`src/rtl/pipe_pkg.sv`:
```
// Shared pipeline-control definitions: FSM encoding and stage counts.
package pipe_pkg;
  localparam int NUM_STAGES = 5;              // pc plus four pipeline registers
  localparam int NUM_PREGS  = NUM_STAGES - 1;

  typedef enum logic [1:0] {
    RUN       = 2'd0,
    MULDIV    = 2'd1,
    MD_HOLD   = 2'd2,
    EXC_DRAIN = 2'd3
  } pipe_state_e;
endpackage

```
`src/rtl/pipeline_ctrl.sv`:
```
// Central hazard controller: per-register stall/flush, mul/div sequencing,
// exception redirect and a free-running stall-cycle counter.
module pipeline_ctrl
  import pipe_pkg::*;
#(
  parameter logic [31:0] STALL_CNT_RST = 32'd0
) (
  input  logic        clk,
  input  logic        rst,
  input  logic        exc_flush,
  input  logic        dmem_stall,
  input  logic        muldiv_start,
  input  logic        muldiv_done,
  input  logic        load_use,
  input  logic        ifetch_stall,
  output logic        pc_stall,
  output logic        IF_ID_Stall,
  output logic        ID_EXE_Stall,
  output logic        EXE_MEM_Stall,
  output logic        MEM_WB_Stall,
  output logic        IF_ID_Flush,
  output logic        ID_EXE_Flush,
  output logic        EXE_MEM_Flush,
  output logic        MEM_WB_Flush,
  output logic        muldiv_go,
  output logic        muldiv_cancel,
  output logic        pc_redirect,
  output logic [31:0] stall_cnt
);

  pipe_state_e           state_q, state_d;
  logic [NUM_STAGES-1:0] stall_v;  // [0]=pc, [1]=IF_ID .. [4]=MEM_WB
  logic [NUM_PREGS-1:0]  flush_v;  // [0]=IF_ID .. [3]=MEM_WB
  logic                  exc_pend;

  always_comb begin
    stall_v       = '0;
    flush_v       = '0;
    muldiv_go     = 1'b0;
    muldiv_cancel = 1'b0;
    pc_redirect   = 1'b0;
    state_d       = state_q;
    exc_pend      = exc_flush || (state_q == EXC_DRAIN);

    if (exc_pend) begin
      muldiv_cancel = (state_q == MULDIV) || (state_q == MD_HOLD);
      // Redirect only once fetch is quiet, otherwise freeze everything and wait.
      if (ifetch_stall) begin
        stall_v = '1;
        state_d = EXC_DRAIN;
      end else begin
        flush_v     = '1;
        pc_redirect = 1'b1;
        state_d     = RUN;
      end
    end else if (dmem_stall) begin
      stall_v[3:0]         = 4'b1111;
      flush_v[NUM_PREGS-1] = 1'b1;
      if (state_q == MULDIV && muldiv_done) state_d = MD_HOLD;
    end else begin
      case (state_q)
        RUN: begin
          if (muldiv_start) begin
            muldiv_go    = 1'b1;
            stall_v[2:0] = 3'b111;
            flush_v[2]   = 1'b1;
            state_d      = MULDIV;
          end else if (load_use) begin
            stall_v[1:0] = 2'b11;
            flush_v[1]   = 1'b1;
          end else if (ifetch_stall) begin
            stall_v[0] = 1'b1;
            flush_v[0] = 1'b1;
          end
        end
        MULDIV: begin
          if (muldiv_done) begin
            state_d = RUN;
          end else begin
            stall_v[2:0] = 3'b111;
            flush_v[2]   = 1'b1;
          end
        end
        MD_HOLD: state_d = RUN;
        default: state_d = RUN;
      endcase
    end
  end

  assign pc_stall      = stall_v[0];
  assign IF_ID_Stall   = stall_v[1];
  assign ID_EXE_Stall  = stall_v[2];
  assign EXE_MEM_Stall = stall_v[3];
  assign MEM_WB_Stall  = stall_v[4];
  assign IF_ID_Flush   = flush_v[0];
  assign ID_EXE_Flush  = flush_v[1];
  assign EXE_MEM_Flush = flush_v[2];
  assign MEM_WB_Flush  = flush_v[3];

  always_ff @(posedge clk or posedge rst) begin
    if (rst) begin
      state_q   <= RUN;
      stall_cnt <= STALL_CNT_RST;
    end else begin
      state_q <= state_d;
      if (stall_v[0]) stall_cnt <= stall_cnt + 32'd1;
    end
  end

endmodule

```
`config.mk`:
```
export PLATFORM = sky130hd
export DESIGN_NAME = pipeline_ctrl
export DESIGN_NICKNAME = d
export VERILOG_FILES = /design/src/rtl/pipe_pkg.sv /design/src/rtl/pipeline_ctrl.sv
export SDC_FILE = /design/constraint.sdc
export NUM_CORES = 1
export LEC_CHECK = 0
export ABC_AREA = 1
export BUFFER_PORTS_ARGS = -buffer_cell sky130_fd_sc_hd__clkbuf_2
export CAP_MARGIN = 20
export CORE_ASPECT_RATIO = 0.75
export CORE_MARGIN = 8
export CORE_UTILIZATION = 40
export CTS_CLUSTER_SIZE = 12
export DETAILED_ROUTE_END_ITERATION = 7
export SLEW_MARGIN = 5
export SYNTH_ARGS = -nofsm -noshare
export SYNTH_HDL_FRONTEND = slang
export SYNTH_SLANG_ARGS = --single-unit
```
`constraint.sdc`:
```
create_clock -name clk -period 3.6 [get_ports clk]
set_clock_uncertainty 0.1 [all_clocks]
set_input_delay 0.18 -clock clk [delete_from_list [all_inputs] [get_ports clk]]
set_output_delay 0.18 -clock clk [all_outputs]
set_load 0.01 [all_outputs]
```
* Word level (Yosys, flattened, before mapping)
Index checks and enable logic that the tools add are counted.
** Storage, ports and cells
- Memories :: 0
- Latch bits :: 0
- RAM bits :: 0
- Input port bits :: 8
- Memory bits (read-only) :: 0
- Output and inout port bits :: 44
- Register bits after elaboration :: 34
- Word-level logic and storage cells :: 47
** Operators by class
- Reduce and logical (&&, ||, !) cells :: 5
- Add/sub/neg operators :: 1
- $lt $le $gt $ge :: 0
- Div/mod/pow operators :: 0
- Multipliers :: 0
- Shifts and indexed selects :: 0
- Muxes and demuxes :: 33
- Bitwise gates (word level) :: 0
- Equal/unequal tests :: 6
** Operators by type and width (count)
- 32-bit by 1-bit adder with 32-bit output (second input constant) :: 1
- 2-bit 2-to-1 mux :: 9
- 1-bit 2-to-1 mux :: 14
- 4-bit 2-to-1 mux :: 3
- 3-bit 2-to-1 mux :: 3
- 4-bit inequality test (second input constant) :: 2
- 3-bit one-hot mux with 2 select lines :: 1
- 5-bit 2-to-1 mux :: 1
- 2-bit == test (second input constant) :: 2
- 2-bit one-hot mux with 2 select lines :: 1
- 3-bit by 1-bit inequality test with 1-bit output (second input constant) :: 1
- 3-bit AND reduction :: 1
- 2-bit by 1-bit == test with 1-bit output (second input constant) :: 1
- 2-bit zero test :: 1
- 1-bit logical OR :: 2
- 1-bit one-hot mux with 2 select lines :: 1
- 1-bit logical AND :: 1

* Depth between registers and ports, before layout
- Depth in word-level cells :: 6
- Mapped depth :: 13
- Mapped depth without buffers :: 11

* Worst setup path after synthesis
Ideal clock, no wire load.
- Path kind :: reg2reg
- From :: reg state_q[0]
- To :: reg stall_cnt[27]
- Path buffers :: 2
- Required time :: 3.383 ns
- Clock period less this slack :: 1.704 ns
- Slack :: 1.896 ns
- Cell stages (with the launch flop) :: 12
- Data arrival time :: 1.487 ns
- Setup time :: 0.117 ns
- Cell sequence :: dfrtp_1 > ha_1 > nor2_4 > inv_1 > nand2_1 > nand2_2 > nand2_4 > inv_2 > buf_6 > buf_6 > nand2_1 > nand2_1
** On the way
- Word-level cells in the longest chain between the ends :: 4
- Elaborated cells between the ends (all ways) :: 7
- Classes of those cells :: eq/ne: 2; mux: 3; reduce/logical: 2
** RTL lines
- from (decl) :: line pipeline_ctrl.sv:31 : pipe_state_e state_q, state_d;
- from (signal assigned) :: line pipeline_ctrl.sv:105 : state_q <= state_d;
- 2-bit by 1-bit == test with 1-bit output or 2-bit zero test (tied branches) :: line pipeline_ctrl.sv:61 : case (state_q)
- 3-bit one-hot mux with 2 select lines :: line pipeline_ctrl.sv:61
- 3-bit 2-to-1 mux :: line pipeline_ctrl.sv:56 : end else if (dmem_stall) begin
- 4-bit 2-to-1 mux (*) :: line pipeline_ctrl.sv:45 : if (exc_pend) begin
- to (signal assigned) :: line pipeline_ctrl.sv:106 : if (stall_v[0]) stall_cnt <= stall_cnt + 32'd1;
- to (decl) :: line pipeline_ctrl.sv:28 : output logic [31:0] stall_cnt
Mark *: on every way between the ends. The rest lies on a longest branch, timed or not.
A chain may end at the register's enable or synchronous reset.

* Worst setup path in the final report
- From :: reg state_q[0]
- To :: out pc_stall
** On the way
- Word-level cells in the longest chain between the ends :: 4
- Elaborated cells between the ends (all ways) :: 7
- Classes of those cells :: eq/ne: 2; mux: 3; reduce/logical: 2
** RTL lines
- 2-bit by 1-bit == test with 1-bit output or 2-bit zero test (tied branches) :: line pipeline_ctrl.sv:61
- 3-bit one-hot mux with 2 select lines :: line pipeline_ctrl.sv:61
- 3-bit 2-to-1 mux :: line pipeline_ctrl.sv:56
- 4-bit 2-to-1 mux (*) :: line pipeline_ctrl.sv:45
- to (decl) :: line pipeline_ctrl.sv:16 : output logic pc_stall,
Marks and branches as above.

==> impl_metrics.ini <==
[status]
status = complete, no violations

[floorplanning]
die_w_um = 105
row_count = 24
die_y_um = 82.7
start_util_pct = 41.2
die_area_um2 = 8680
num_io_pins = 52
fp.coreArea_um2 = 5770

[critical_path]
crit_required_ps = 3320
startpoint = state_q[0]
r2r-start = state_q[0]
cp.arrival_ps = 1950
cpPeakStageDelay_ps = 400
crit_end = pc_stall
critPathLaunchType = flop
slowest_stage = dfrtp_1
ff2ff_path_depth = 9
crit_type = flop to output port
worstPathCellList = ha_1, nor2_4, inv_1, nand2_1, nand2_2, nand2_4, clkbuf_2
crit_path_end_kind = output port
rr_endpoint = stall_cnt[4]
path_max_fanout = 36
r2r_slack_ps = 1380

[cells_and_area]
fillCellCount = 627
drive_above_1_share_pct = 14.8
num_antenna_cells = 0
layout_commonest_cell = nand2_1
area_growth_pct = 18.2
layout_common_cells = nand2_1, nor2_1, clkbuf_2, inv_1, dfrtp_1
instances_no_fill = 511
nets = 446
postLayoutCellArea_um2 = 2810

[synth]
synth.avg_cell_area_um2 = 6.28
synthMuxAreaShare_pct = 0
ys_types = 22
yosysTopAreaCell = dfrtp_1
synth-seq-area-share_pct = 35.8
synth_xor_area_share_pct = 5.17
synth-compound-area-share_pct = 3.58
syn_area_um2 = 2370
synth_area_leaders = dfrtp_1, nand2_1, nor2_1
synthCells = 378
ys_ff_latch = 34
synth_adder_area_share_pct = 2.64
synth_top_family_by_area = simple AND/OR/NAND/NOR gates
synth_warnings = 0
synthSimpleGateAreaFrac_pct = 44.6
synth_nets = 391
synth_top_area_share_pct = 35.8

[power_and_ir_drop]
p_leak_nw = 1.46
power_per_cell_area_nw_per_um2 = 397
peakVddDrop_mv = 0.169
finalPower_w = 0.00111

[sta]
worst_pin_slew_ps = 520
rsz0062_at_grt = false
maxSlewViolCount = 0
maxSlewHeadroom_pct = 65.3
hold_viol = 0
period_share_pct = 62.0
fin_crit_ps = 2230
final.setup.tns_ps = 0
max_clock_freq_mhz = 448
setup_viol = 0

[placed_design]
place.gp.congestion = 0.871
numPortBuffers = 51
dp.cells = 503
place_area_um2 = 2720
place_hpwl_mm = 5.17

[drt]
drt_drc_violations_left = 0
wire_per_inst_um = 12.4
drtPass1Iterations = 4
wirelength_mm = 6.32
viasPerCell = 4.70
ant_nets = 0
first_iter_violations = 122
dr_total_vias = 2404

[clock_network]
clk_latency_ps = 280
ctsHtreeMaxLevel = 2
cts.sinks = 34
clock_path_buffers = 2
clk_pin_slew_ps = 60
cts_resized = 0
numCtsBuffers = 5
cts_tree = built
cts_root_buffer = clkbuf_8

[global_routing]
antenna_found_initial = 0
grt_pass1_wl_mm = 11.0
use_met3_pct = 3.72
grt.total_usage_pct = 15.7
grt_max_degree = 37
use_met1_pct = 21.0
first_global_vias = 2331
met2_usage_pct = 25.1
busiest_layer = met2
overflow = 0

[job]
timing.max_cap.violations = 0

[hold_path]
hold_class = primary input to flop
[worst min-delay path by stage]
stage	cells after the start	start	slack, ps	endpoint
4_1_cts	6	exc_flush	310	state_q[1]
5_1_grt	6	exc_flush	390	state_q[0]
3_3_place_gp	2	stall_cnt[31]	390	stall_cnt[31]
6_report	6	exc_flush	320	state_q[1]
2_1_floorplan	1	rst	220	stall_cnt[0]
3_5_place_dp	2	rst	130	stall_cnt[1]
[routing by layer]
metal  share of wire (%)  vias up  wire [um]
met5                   0        -          0
met4                0.95        0         60
met3                 4.3        6        269
met2                  43       50       2690
met1                  52     1086       3300
li1                    -     1262          -
[where the power goes]
part | switching, W | leakage, nW | internal, W
Combinational | 0.000225 | 0.956 | 0.000128
Sequential | 0.0000664 | 0.462 | 0.000428
Clock | 0.000133 | 0.0383 | 0.000133
Total | 0.000424 | 1.46 | 0.000689
[cells in the mapped netlist, drive strengths merged]
cell and number:
a21oi 1, buf 6, dfrtp 34, ha 5
inv 40, nand2 176, nand3 14, nand3b 6
nand4 2, nor2 61, nor3 4, o21ai 13
o22ai 1, o41ai 1, xnor2 3, xor2 11
[through the flow]
stage | util (%) | hold WS, ps | worst slack, ps
3_3_place_gp | 46.7 | 388 | 1460
2_1_floorplan | - | 222 | 1900
6_report | 48.7 | 319 | 1370
4_1_cts | 48.7 | 312 | 1370
3_5_place_dp | 47.2 | 126 | 1380
5_1_grt | 48.7 | 389 | 1140
[sequential cells by signal, indices dropped and copies added, names as in the netlist]
name	flops
state_q	2
stall_cnt	32
[worst max-delay path: cells and delay by family, from the launching register on]
family,cells,cell delay [ps]
simple gates,4,720
fa+ha+maj,1,240
flops,1,400
buf+inv,2,280
[cell type report]
cell class	count	area (um^2)	share of cell area [%]
inverter	40	150	5.35
tap	78	97.6	3.48
timing repair buffer	54	300	10.7
clock buffer	7	76.3	2.72
multi-input combinational	298	1330	47.4
sequential	34	851	30.3
[repair_timing]
item	in CTS	in global routing
hold endpoints to repair	11	0
hold buffers	1	0
buffers inserted	0	0
[logic make-up (layout without fill, tap and decap cells)]
| logic type | Yosys count | in the layout |
|---|---|---|
| and+or+nand+nor | 263 | 263 |
| buffers and inverters | 46 | 101 |
| DFF | 34 | 34 |
| xor gates and xnor gates | 14 | 14 |
| AOI/OAI and AO/OA | 16 | 16 |
| adders and majority gates | 5 | 5 |
Power figures use the tool's default switching activity.
